[config.mk]
export PLATFORM = sky130hd
export DESIGN_NAME = td4_program_loader
export DESIGN_NICKNAME = d
export VERILOG_FILES = /design/src/rtl/td4_program_loader.sv
export SDC_FILE = /design/constraint.sdc
export NUM_CORES = 1
export LEC_CHECK = 0
export ABC_CLOCK_PERIOD_IN_PS = 3170
export CAP_MARGIN = 0
export CORE_MARGIN = 5
export CORE_UTILIZATION = 33
export CTS_BUF_LIST = sky130_fd_sc_hd__clkbuf_4 sky130_fd_sc_hd__clkbuf_8
export CTS_CLUSTER_SIZE = 16
export DETAILED_ROUTE_END_ITERATION = 7
export GPL_TIMING_DRIVEN = 0
export HOLD_SLACK_MARGIN = 0.1
export SKIP_CTS_REPAIR_TIMING = 1
export SLEW_MARGIN = 20
export SYNTH_ARGS = -nofsm -noshare
export SYNTH_HDL_FRONTEND = slang
export SYNTH_SLANG_ARGS = --single-unit
[constraint.sdc]
create_clock -name CLK -period 3.17 [get_ports CLK]
set_clock_uncertainty 0.15 [all_clocks]
set_input_delay 0.634 -clock CLK [delete_from_list [all_inputs] [get_ports CLK]]
set_output_delay 0.634 -clock CLK [all_outputs]
set_load 0.005 [all_outputs]
[src/rtl/td4_program_loader.sv]
// -----------------------------------------------------------------------------
// td4_program_loader
// Writable program store for the TD4 CPU. The CPU fetches instructions through
// Address -> Order exactly as it would from the instruction ROM. Images are
// streamed in over a byte-wide valid/ready port. An optional trailing checksum
// byte makes the byte sum of the whole image zero when the image is good. The
// CPU is held in reset (cpu_clr_n low) until a good image has been loaded and
// RELEASE_DELAY further cycles have elapsed.
//
// Ports:
//   CLK        system clock, rising edge
//   CLR        asynchronous active-low reset (clears state and memory)
//   start      level-sampled; begins a load from IDLE, RUN or ERROR
//   in_data    load byte
//   in_valid   in_data is valid
//   in_ready   loader accepts a byte this cycle (LOAD and CHECK)
//   Address    CPU program counter
//   Order      combinational read data, mem[Address]
//   cpu_clr_n  active-low CPU reset, straight from a flop
//   busy       high in LOAD, CHECK and RELEASE
//   done       one-cycle pulse on entry to RUN
//   error      high while in ERROR
// -----------------------------------------------------------------------------
module td4_program_loader #(
  parameter int DEPTH         = 16,
  parameter int ADDR_W        = 4,
  parameter int DATA_W        = 8,
  parameter int CHECKSUM_EN   = 1,
  parameter int RELEASE_DELAY = 2
) (
  input  logic              CLK,
  input  logic              CLR,
  input  logic              start,
  input  logic [DATA_W-1:0] in_data,
  input  logic              in_valid,
  output logic              in_ready,
  input  logic [ADDR_W-1:0] Address,
  output logic [DATA_W-1:0] Order,
  output logic              cpu_clr_n,
  output logic              busy,
  output logic              done,
  output logic              error
);

  localparam int DLY_W = (RELEASE_DELAY > 1) ? $clog2(RELEASE_DELAY) : 1;

  localparam logic [2:0] S_IDLE    = 3'd0;
  localparam logic [2:0] S_LOAD    = 3'd1;
  localparam logic [2:0] S_CHECK   = 3'd2;
  localparam logic [2:0] S_RELEASE = 3'd3;
  localparam logic [2:0] S_RUN     = 3'd4;
  localparam logic [2:0] S_ERROR   = 3'd5;

  logic [2:0]        state_r;
  logic [2:0]        state_next_s;
  logic [ADDR_W-1:0] wr_ptr_r;
  logic [DATA_W-1:0] sum_r;
  logic [DATA_W-1:0] sum_next_s;
  logic [DLY_W-1:0]  dly_r;
  logic              xfer_s;
  logic              last_s;
  logic              dly_last_s;
  logic              load_start_s;
  logic              in_ready_r;
  logic              cpu_clr_n_r;
  logic              busy_r;
  logic              done_r;
  logic              error_r;
  logic [DATA_W-1:0] mem_r [DEPTH];

  // Handshake and datapath helper terms.
  always_comb begin
    xfer_s       = in_valid & in_ready_r;
    last_s       = (wr_ptr_r == ADDR_W'(DEPTH - 1));
    sum_next_s   = sum_r + in_data;
    dly_last_s   = (dly_r == DLY_W'(RELEASE_DELAY - 1));
    load_start_s = (state_next_s == S_LOAD) && (state_r != S_LOAD);
  end

  // Next-state logic; start is only honoured outside LOAD/CHECK/RELEASE.
  always_comb begin
    state_next_s = state_r;
    case (state_r)
      S_IDLE, S_RUN, S_ERROR: begin
        if (start) begin
          state_next_s = S_LOAD;
        end else begin
          state_next_s = state_r;
        end
      end
      S_LOAD: begin
        if (xfer_s && last_s) begin
          state_next_s = (CHECKSUM_EN != 0) ? S_CHECK : S_RELEASE;
        end else begin
          state_next_s = S_LOAD;
        end
      end
      S_CHECK: begin
        // A good image sums to zero including the checksum byte.
        if (xfer_s) begin
          if (sum_next_s == {DATA_W{1'b0}}) begin
            state_next_s = S_RELEASE;
          end else begin
            state_next_s = S_ERROR;
          end
        end else begin
          state_next_s = S_CHECK;
        end
      end
      S_RELEASE: begin
        if (dly_last_s) begin
          state_next_s = S_RUN;
        end else begin
          state_next_s = S_RELEASE;
        end
      end
      default: state_next_s = S_IDLE;
    endcase
  end

  // State, pointer, running sum, release counter and registered outputs.
  // Outputs are decoded from the next state so they line up with the state.
  always_ff @(posedge CLK or negedge CLR) begin
    if (!CLR) begin
      state_r     <= S_IDLE;
      wr_ptr_r    <= {ADDR_W{1'b0}};
      sum_r       <= {DATA_W{1'b0}};
      dly_r       <= {DLY_W{1'b0}};
      in_ready_r  <= 1'b0;
      cpu_clr_n_r <= 1'b0;
      busy_r      <= 1'b0;
      done_r      <= 1'b0;
      error_r     <= 1'b0;
    end else begin
      state_r <= state_next_s;
      if (load_start_s) begin
        wr_ptr_r <= {ADDR_W{1'b0}};
        sum_r    <= {DATA_W{1'b0}};
      end else if ((state_r == S_LOAD) && xfer_s) begin
        wr_ptr_r <= wr_ptr_r + ADDR_W'(1);
        sum_r    <= sum_next_s;
      end else begin
        wr_ptr_r <= wr_ptr_r;
        sum_r    <= sum_r;
      end
      if (state_r == S_RELEASE) begin
        dly_r <= dly_r + DLY_W'(1);
      end else begin
        dly_r <= {DLY_W{1'b0}};
      end
      in_ready_r  <= (state_next_s == S_LOAD) || (state_next_s == S_CHECK);
      busy_r      <= (state_next_s == S_LOAD) || (state_next_s == S_CHECK) ||
                     (state_next_s == S_RELEASE);
      cpu_clr_n_r <= (state_next_s == S_RUN);
      done_r      <= (state_next_s == S_RUN) && (state_r != S_RUN);
      error_r     <= (state_next_s == S_ERROR);
    end
  end

  // Program memory; reset wipes the whole image, checksum byte never stored.
  always_ff @(posedge CLK or negedge CLR) begin
    if (!CLR) begin
      for (int i = 0; i < DEPTH; i++) begin
        mem_r[i] <= {DATA_W{1'b0}};
      end
    end else if ((state_r == S_LOAD) && xfer_s) begin
      mem_r[wr_ptr_r] <= in_data;
    end else begin
      mem_r <= mem_r;
    end
  end

  assign Order     = mem_r[Address];
  assign in_ready  = in_ready_r;
  assign cpu_clr_n = cpu_clr_n_r;
  assign busy      = busy_r;
  assign done      = done_r;
  assign error     = error_r;

endmodule

## Yosys cells after proc, flatten, opt, wreduce, memory -nomap -nowiden

Cells that the tools add are included.

- ROM bits: 0
- Bits in latches: 0
- Flip-flop bits (word level): 149
- Output and inout bits: 13
- Memory bits (writable): 0
- Memories kept: 0

- Mux-type cells: 17
- Shifts and indexed selects: 0
- Magnitude comparators: 3
- Eq/ne operators: 13
- Reduce and logical (&&, ||, !) cells: 11
- Bitwise operators: 3
- Div/mod/pow operators: 0
- Multiply operators: 0
- Add/sub/neg operators: 3

Operator list:

| kind | number |
|---|---|
| 128-bit bitwise mux | 1 |
| 8-bit two-way mux | 5 |
| 8-bit binary-select mux with 4-bit select | 1 |
| 8-bit demux with 4-bit select | 1 |
| 3-bit by 2-bit equality test with 1-bit output (second input constant) | 4 |
| 3-bit equality test (second input constant) | 4 |
| 3-bit two-way mux | 4 |
| 3-bit case mux with 4 select lines | 1 |
| 5-bit >= comparator (second input constant) | 2 |
| 4-bit inverter with 5-bit output | 2 |
| 8-bit adder | 1 |
| 8-bit logical NOT | 1 |
| 4-bit two-way mux | 2 |
| 3-bit by 1-bit equality test with 1-bit output (second input constant) | 2 |
| 1-bit logical AND | 5 |
| 5-bit by 1-bit less-than comparator with 1-bit output (second input constant) | 1 |
| 4-bit by 1-bit adder with 4-bit output (second input constant) | 1 |
| 4-bit equality test (second input constant) | 1 |
| 3-bit logical NOT | 1 |
| 3-bit by 1-bit inequality test with 1-bit output (second input constant) | 1 |
| 3-bit inequality test (second input constant) | 1 |
| 3-bit OR reduction | 1 |
| 1-bit logical OR | 2 |
| 2-bit two-way mux | 1 |
| 4 further kinds | 4 |

## Longest topological paths before layout

Gate-level depths: netlist (run 1).

- Word-level depth: 8
- Depth in mapped cells: 9

## Worst setup path after synthesis (run 1)

OpenSTA, ideal clock, no wires.

- Path kind: in2reg
- Start: input in_data[0]
- End: register wr_ptr_r[0]
- Arrival time: 2.805 ns
- Slack: 0.091 ns
- Stages: 9
- Setup time: 0.123 ns
- Path buffers: 1
- Cells stage by stage: ha_1 fa_1 a211oi_1 o21bai_1 a221o_1 a211o_1 o32ai_2 buf_6 a21oi_2

- Cells in the longest elaborated chain, start to end: 8
- Elaborated cells on any way between the ends: 9
- Classes of those cells: add/sub: 1; eq/ne: 1; mux: 4; reduce/logical: 3

RTL lines:

| what | line | RTL |
|---|---|---|
| from (decl) | 34 | `input logic [DATA_W-1:0] in_data,` |
| 8-bit adder * | 75 | `sum_next_s = sum_r + in_data;` |
| 8-bit logical NOT * | 101 | `if (sum_next_s == {DATA_W{1'b0}}) begin` |
| 3-bit two-way mux * | 101 |  |
| 3-bit two-way mux * | 100 | `if (xfer_s) begin` |
| 3-bit case mux with 4 select lines * | 83 | `case (state_r)` |
| 3-bit by 1-bit equality test with 1-bit output * | 77 | `load_start_s = (state_next_s == S_LOAD) && (state_r != S_LOAD);` |
| 1-bit logical AND * | 77 |  |
| 4-bit two-way mux or 2-bit nonzero test (tied branches) | -- |  |
| to (signal assigned) | 137 | `wr_ptr_r <= {ADDR_W{1'b0}};` |
| to (signal assigned) | 140 | `wr_ptr_r <= wr_ptr_r + ADDR_W'(1);` |
| to (signal assigned) | 143 | `wr_ptr_r <= wr_ptr_r;` |
| to (decl) | 56 | `logic [ADDR_W-1:0] wr_ptr_r;` |

Mark *: on every way between the ends. The rest lies on a longest branch, timed or not.
A chain may end at the register's enable or synchronous reset.

## Worst setup path in the final report (run 1)

- Start: input Address[0]
- End: output Order[7]

- Cells in the longest elaborated chain, start to end: 4

RTL lines:

| what | line | RTL |
|---|---|---|
| from (decl) | 37 | `input logic [ADDR_W-1:0] Address,` |
| 4-bit inverter with 5-bit output (not written as such) | 173 | `assign Order = mem_r[Address];` |
| 8-bit binary-select mux with 4-bit select | 173 |  |
| 8-bit two-way mux (not written as such) (2 in a row) | 173 |  |
| to (decl) | 38 | `output logic [DATA_W-1:0] Order,` |

Every way passes these cells. The select of a mux whose other input is x is not followed.

==> results of run 1 <==
## power by group through the flow
stage | sequential [mW] | combinational, mW | clock, mW
after floorplan | 3.00 | 2.19 | 0
after global placement | 3.08 | 2.74 | 0
after detailed placement | 3.15 | 2.84 | 0
after CTS | 3.11 | 2.86 | 1.63
after global routing | 3.21 | 3.17 | 1.72
final | 3.12 | 2.90 | 1.60
## worst max-delay path, cell delays in order
cell	delay, ns
buf_12	0.12
buf_12	0.13
buf_4	0.14
buf_4	0.11
mux4_2	0.50
mux4_2	0.49
dlymetal6s2s_1	0.18
## worst paths after layout
check	depth (start not counted)	endpoint	slack, ns
setup / recovery	7	Order[7]	0.07
hold / removal	1	mem_r[42]	0.35
setup reg to reg	9	wr_ptr_r[2]	0.15
hold reg to reg	1	mem_r[42]	0.35
max in group asynchronous	3	mem_r[126]	1.50
min in group asynchronous	2	done	0.51
## synth_stat cells, drive strengths merged, types with 4 or more instances
library cell  count
dfrtp           149
mux2            128
mux4             40
a21oi            22
clkbuf           20
nand2            19
nor2             14
ha               11
nor3              8
buf               7
nand4             6
o21ai             6
a211oi            4
inv               4
mux2i             4
## metal layers
layer	routed length, um	vias to the layer above
met3	466	17
met5	0	-
met1	7900	2349
li1	-	1972
met4	235	0
met2	8460	66
## layout make-up
class | count | area, um^2
clock inverters | 13 | 171.4
inverters | 4 | 15.01
well taps | 280 | 350.3
repair buffers | 38 | 415.4
flip-flops and latches | 149 | 3729
clock buffers | 19 | 255.2
fillers | 2001 | 13110
multi-input cells | 311 | 3433
plain buffers | 27 | 210.2
## logic make-up after synthesis
logic type	count (synthesis)	synth area share, %
buf+inv	31	1.866
mux	172	32.91
xor+xnor	6	0.9161
simple gates	71	5.341
flops	149	51.50
fa+ha+maj	12	2.178
compound gates	50	5.289
## flip-flops by register name, summed over array words and instances, names as in the netlist
register	flops
error	1
in_ready	1
wr_ptr_r	4
done	1
dly_last_s	1
cpu_clr_n	1
state_r	3
busy	1
sum_r	8
mem_r	128
## metrics by stage
step / hold WS (ns) / setup TNS (ns)
4_1_cts: -0.09063 / -14.56
3_3_place_gp: 0.3309 / -659.66
3_5_place_dp: 0.3377 / -25.85
5_1_grt: 0.3676 / 0
2_1_floorplan: 0.1884 / 0
6_report: 0.3540 / 0
==> impl_metrics.tcl, run 1 <==
set metrics [dict create \
    root_buffer "clkbuf_8" \
    first_iter_violations 179 \
    power.density_mw_per_mm2 887.8 \
    die_y_um 158.1 \
    worstSetupPathType "input port to output pin" \
    period_share_pct 97.71 \
    holdCritStartpoint "mem_r[42]" \
    syn_inst 491 \
    dr_total_vias 4404 \
    layout_common_cells "149 x dfrtp_1, 128 x mux2_2, 40 x mux4_2, 18 x clkbuf_8, 16 x clkbuf_1" \
    worstSetupStartpoint "Address[0]" \
    reg2reg_from "sum_r[0]" \
    fin_util_pct 39.56 \
    ys.warnings.count 0 \
    cap_viol_max_count 0 \
    required_ns 2.39 \
    synth_edf_count 0 \
    drive_gt1_share_pct 44.92 \
    syn_to_final_growth_pct 18.51 \
    avgSynthCellArea_um2 14.74 \
    critPathLaunchType "input port" \
    place_ws_ns -0.9538 \
    dp_hpwl_um 11570 \
    num-nets-final 576 \
    initial_core_util_pct 33.38 \
    dieArea_mm2 0.02500 \
    grt_pass1_wl_um 26710 \
    io_buffer_count 24 \
    ant_nets 0 \
    ys_types 51 \
    clock_sinks 149 \
    finalHoldViolCount 0 \
    final_common_cell "dfrtp_1" \
    p_seq_share_pct 41.0 \
    rsz0062_at_grt "false" \
    met2_usage_pct 23.13 \
    met1_usage_pct 19.28 \
    p_leak_nw 3.832 \
    p_total_mw 7.617 \
    max-vdd-ir-drop_uv 373.9 \
    n_antenna_cell 0 \
    power.share.clock_pct 21.0 \
    busiest_layer "met2" \
    synthTopCellsByArea "dfrtp_1 52%, mux2_2 20%, mux4_2 12%" \
    grt_overflow 0 \
    swShare_pct 32.50 \
    ctsLongestPathBuffers 2 \
    critical_path_arrival_ns 2.31 \
    wire_per_inst_um 20.29 \
    place_inst 796 \
    synth_nets 519 \
    setup_slack_ns 0.07264 \
    cp-end-kind "output pin" \
    max_freq_ghz 0.3229 \
    syn_area_mm2 0.007239 \
    use_met3_pct 2.570 \
    detailed_place.area_mm2 0.007863 \
    grt_pass1_vias 4740 \
    synth.yosys.seq_area_share_pct 51.50 \
    via_per_inst 5.237 \
    setup_viol 0 \
    first_pass_iters 4 \
    routed_wl_um 17060 \
    core_mm2 0.02169 \
    grt_max_degree 103 \
    cts_tree "done" \
    ys_ff_latch 149 \
    ys.flop_type "dfrtp_1" \
    final_cells 841 \
    drc 0 \
    slew_headroom_pct 50.65 \
    hold_path.class "flop to flop" \
    worstSkewPairLatency_ns 0.45 \
    p_int_mw 5.142 \
    outcome "completed" \
    cts_buffers 17 \
    finalInstanceArea_mm2 0.008579 \
    path_clk_slew_ns 0.07 \
    yosysTopAreaCell "dfrtp_1" \
    rows 54 \
    postSynth.asyncResetShare_pct 100.0 \
    ios 29 \
    antenna_found_initial 0 \
    cts_max_level 4 \
    place_congestion 0.8258 \
    grt_usage_pct 14.20 \
    final-max-slew-violation-count 0 \
    netlist.area_leader.share_pct 51.50 \
    layout_min_cycle_time_ns 3.097 \
    die_w_um 158.1 \
    power_frac_comb_pct 38.0 \
    path_max_fanout 8 \
    p_switching_mw 2.475 \
    worst_slew_pin_slew_ns 0.7381 \
]
Note: power is estimated with default switching activity, not from simulation.
==> run 2, diff against run 1 <==
ABC_CLOCK_PERIOD_IN_PS = 3000   (was 3170)
clock period = 3 ns   (was 3.17 ns; I/O delays follow)
==> run 2 against run 1 <==
Net effect: die area stayed put; design area is 1.0% higher; count of clock-buffer cells in the layout is 2 higher; worst setup slack worse by 0.015 ns; flip-flop and latch count stayed put; sequential power is 6% higher; first-iteration DRC count is 24% lower; cell count is 0.12% higher; critical path depth is 3 higher; largest power group unchanged.
==> impl_metrics.tcl, run 2 (synthesis gave the netlist of run 1 again) <==
set metrics [dict create \
    fin_util_pct 39.96 \
    detailed_place.area_mm2 0.007870 \
    ff2ff_setup_slack_ns 0.06 \
    path_clk_slew_ns 0.08 \
    max_freq_ghz 0.3398 \
    swShare_pct 31.91 \
    final_cells 842 \
    period_share_pct 98.08 \
    dr_total_vias 4414 \
    drc 0 \
    critical_path_arrival_ns 3.13 \
    finalInstanceArea_mm2 0.008667 \
    top_register "mem_r" \
    whs_path_depth 1 \
    cp-end-kind "flop" \
    io_buffer_count 24 \
    cpLargestDelayFamily "compound AO/OA/AOI/OAI gates" \
    p_switching_mw 2.630 \
    core_mm2 0.02169 \
    via_per_inst 5.242 \
    rows 54 \
    num-nets-final 577 \
    power_frac_comb_pct 38.8 \
    layout_min_cycle_time_ns 2.943 \
    dieArea_mm2 0.02500 \
    cts_max_level 4 \
    n_antenna_cell 0 \
    p_seq_share_pct 40.1 \
    setup_slack_ns 0.05749 \
    holdCritStartpoint "mem_r[1]" \
    final_common_cell "dfrtp_1" \
    drive_gt1_share_pct 45.55 \
    grt_usage_pct 14.41 \
    cp.buffers_inverters 2 \
    cts_buffers 17 \
    path_cells "ha_4 > fa_2 > xor2_1 > or3_1 > a221o_2 > a211o_1 > o32ai_4 > buf_6 > buf_8 > a21oi_2" \
    wire_per_inst_um 20.86 \
    place_ws_ns -1.050 \
    power.density_mw_per_mm2 951.2 \
    place_inst 796 \
    first_pass_iters 4 \
    regArea_mm2 0.003729 \
    slew_headroom_pct 48.22 \
    rsz0062_at_grt "true" \
    initial_core_util_pct 33.38 \
    clock_sinks 149 \
    holdPathEnd "mem_r[1]" \
    layout_common_cells "149 x dfrtp_1, 128 x mux2_2, 40 x mux4_2, 19 x clkbuf_8, 15 x clkbuf_1" \
    root_buffer "clkbuf_8" \
    use_met3_pct 3.445 \
    cts_tree "done" \
    met2_usage_pct 23.61 \
    multi_input_area_mm2 0.003450 \
    ctsLongestPathBuffers 2 \
    fillCellCount 1964 \
    routed_wl_um 17560 \
    setup_viol 0 \
    worstSetupPathType "flop to flop" \
    p_total_mw 8.244 \
    ios 29 \
    dp_hpwl_um 11680 \
    die_y_um 158.1 \
    p_int_mw 5.614 \
    p_leak_nw 3.855 \
    power.share.clock_pct 21.1 \
    worst_slew_pin_slew_ns 0.7725 \
    critPathMaxStageDelay_ns 0.41 \
    finalHoldViolCount 0 \
    grt_pass1_wl_um 26930 \
    cp.depth 10 \
    die_w_um 158.1 \
    place_congestion 0.7932 \
    ant_nets 0 \
    grt_overflow 0 \
    worstSkewPairLatency_ns 0.46 \
    antenna_found_initial 0 \
    largest_register_ffs 128 \
    hold_path.class "flop to flop" \
    path_max_fanout 5 \
    syn_to_final_growth_pct 19.72 \
    required_ns 3.19 \
    cap_viol_max_count 0 \
    grt_pass1_vias 4726 \
    final-max-slew-violation-count 0 \
    reg2reg_to "wr_ptr_r[0]" \
    reg2reg_from "sum_r[0]" \
    busiest_layer "met2" \
    reg2reg_depth 10 \
    first_iter_violations 136 \
    outcome "completed" \
    critPathLaunchType "flop" \
    met1_usage_pct 19.08 \
    grt_max_degree 81 \
    top_regs "mem_r x128, sum_r x8, wr_ptr_r x4" \
    max-vdd-ir-drop_uv 350.6 \
    cp_slowest_cell "dfrtp_1" \
]
run 2: layer usage:
layer | part of all wire [%] | wire, um
met5 | 0 | 0
met4 | 1.5 | 257
met3 | 4.0 | 695
met2 | 51 | 8901
met1 | 44 | 7708
run 2: worst max-delay path by stage:
stage	startpoint	endpoint	slack, ns
floorplan	in_data[0]	wr_ptr_r[0]	0.02
finish	sum_r[0]	wr_ptr_r[0]	0.06
global route	sum_r[0]	wr_ptr_r[0]	-0.05
global placement	CLR	mem_r[116]	-4.47
detailed placement	Address[1]	Order[7]	-1.05
CTS	Address[1]	Order[7]	-1.06
run 2: layout make-up:
cell class | count | area share, %
Sequential cell | 149 | 43.02
Multi-Input combinational cell | 311 | 39.80
Timing Repair Buffer | 40 | 5.414
Tap cell | 280 | 4.042
Clock buffer | 21 | 3.190
Buffer | 26 | 2.353
Clock inverter | 11 | 2.007
Inverter | 4 | 0.1732
run 2: metrics by stage:
stage               hold WS (ns)  setup TNS [ns]
finish                    0.3523               0
global route              0.3672         -0.2156
detailed placement        0.3381          -35.54
global placement          0.3309         -695.49
CTS                     -0.07402          -14.88
floorplan                 0.1544               0
run 2: power groups by stage:
stage	registers (mW)	clock network, mW	logic, mW
after CTS	3.29	1.78	3.05
after detailed placement	3.33	0	3.03
final	3.31	1.74	3.20
after global placement	3.25	0	2.92
after global routing	3.39	1.88	3.47
after floorplan	3.17	0	2.32
==> run 3, diff against run 2 <==
CTS_BUF_LIST = default   (was sky130_fd_sc_hd__clkbuf_4 sky130_fd_sc_hd__clkbuf_8)
PLACE_DENSITY = 0.51   (was default)
TNS_END_PERCENT = 1   (was default)
==> run 3 against run 2 <==
Net effect: count of clock-buffer cells in the layout shrank 1; combinational power shrank 3%; via count shrank 0.52%; design area grew 1.6%; critical endpoint is now wr_ptr_r[1]; critical path type is now input port to flop; highest routed layer unchanged.
==> impl_metrics.tcl, run 3 (synthesis gave the netlist of run 1 again) <==
set metrics [dict create \
    cap_viol_max_count 0 \
    max-vdd-ir-drop_uv 377.8 \
    grt_usage_pct 14.72 \
    fin_util_pct 40.59 \
    wl_met1_um 8151 \
    largest_register_ffs 128 \
    grt_pass1_vias 4742 \
    detailed_place.area_mm2 0.007868 \
    antenna_found_initial 1 \
    dp_hpwl_um 11740 \
    rsz0062_at_grt "true" \
    ios 29 \
    cp-end-kind "flop" \
    path_max_fanout 10 \
    initial_core_util_pct 33.38 \
    worstSetupPathType "input port to flop" \
    power.density_mw_per_mm2 998.7 \
    cp.buffers_inverters 2 \
    final_common_cell "dfrtp_1" \
    hold_path.class "flop to flop" \
    grt_overflow 0 \
    dr_total_vias 4391 \
    cts_max_level 4 \
    finalInstanceArea_mm2 0.008802 \
    wl_met2_um 8798 \
    cts_buffers 17 \
    syn_to_final_growth_pct 21.59 \
    root_buffer "clkbuf_16" \
    final-max-slew-violation-count 0 \
    drive_gt1_share_pct 44.57 \
    io_buffer_count 24 \
    final_cells 832 \
    required_ns 3.16 \
    die_w_um 158.1 \
    outcome "completed" \
    grt_pass1_wl_um 27370 \
    critPathMaxStageDelay_ns 0.47 \
    num-nets-final 567 \
    n_antenna_cell 0 \
    grt_max_degree 84 \
    first_pass_iters 5 \
    layout_common_cells "149 x dfrtp_1, 128 x mux2_2, 40 x mux4_2, 20 x clkbuf_16, 15 x clkbuf_1" \
    top_layer_used "met4" \
    setup_viol 0 \
    met3_length_um 539 \
    top_regs "mem_r x128, sum_r x8, wr_ptr_r x4" \
    slew_headroom_pct 46.28 \
    first_iter_violations 229 \
    ant_nets 0 \
    place_inst 796 \
    die_y_um 158.1 \
    routed_wl_um 17660 \
    clock_sinks 149 \
    worst_slew_pin_slew_ns 0.8058 \
    place_congestion 0.7617 \
    critical_path_arrival_ns 3.12 \
    p_total_mw 8.791 \
    core_mm2 0.02169 \
    holdWs_ns 0.3502 \
    drc 0 \
    layout_min_cycle_time_ns 2.961 \
    cts_tree "done" \
    rows 54 \
    path_cells "dlymetal6s2s_1 > ha_1 > a211oi_4 > o21bai_1 > a221o_2 > a211o_1 > o32ai_4 > buf_6 > a21oi_2" \
    worstSkewPairLatency_ns 0.42 \
    path_clk_slew_ns 0.06 \
    dieArea_mm2 0.02500 \
    cpLargestDelayFamily "compound AO/OA/AOI/OAI gates" \
    p_leak_nw 3.909 \
    wire_per_inst_um 21.22 \
    finalHoldViolCount 0 \
    critPathLaunchType "input port" \
    top_register "mem_r" \
    via_per_inst 5.278 \
    max_freq_ghz 0.3378 \
    ctsLongestPathBuffers 2 \
    period_share_pct 98.69 \
    cp_slowest_cell "a221o_2" \
]
[run 3: layout make-up]
cell class	count	area [um^2]
Sequential cell	149	3729
Buffer	27	205.2
Tap cell	280	350.3
Timing Repair Buffer	29	382.9
Clock inverter	12	198.9
Fill cell	1988	12890
Multi-Input combinational cell	311	3455
Clock buffer	20	466.7
Inverter	4	15.01
[run 3: layer usage]
layer / vias up / GRT usage [%]
met3: 14 / 3.390
met1: 2367 / 19.55
li1: 1953 / -
met2: 57 / 24.38
met5: - / 0
met4: 0 / 3.940
[run 3: stage by stage]
step	setup TNS (ns)	worst slack (ns)
after floorplan	-0.3454	-0.03499
after global placement	-729.68	-4.677
after detailed placement	-38.34	-1.063
after CTS	-17.68	-1.073
after global routing	-0.2858	-0.04569
final	0	0.03943
[run 3: power by group]
group / switching, mW / total, mW / internal [mW] / leakage [nW]
combinational: 1.41 / 3.11 / 1.71 / 1.71
sequential: 0.420 / 3.29 / 2.87 / 1.89
clock: 0.844 / 2.39 / 1.54 / 0.315
[run 3: worst register-to-register path, cell delays in order (launching register included)]
cell and delay, ns:
dfrtp_1 0.40, ha_4 0.18, fa_2 0.36, xor2_1 0.17, or3_1 0.32, a221o_2 0.38
a211o_1 0.29, o32ai_4 0.27, buf_6 0.22, a21oi_2 0.08
[run 3: final timing paths]
kind                             from           to  slack [ns]  depth (start not counted)
max                        in_data[1]  wr_ptr_r[1]        0.04                          9
max in group asynchronous         CLR    mem_r[91]        1.35                          3
min                         mem_r[31]    mem_r[31]        0.35                          1
min reg2reg                 mem_r[31]    mem_r[31]        0.35                          1
max reg2reg                  sum_r[0]  wr_ptr_r[1]        0.08                          9
min in group asynchronous         CLR     mem_r[6]        0.57                          2
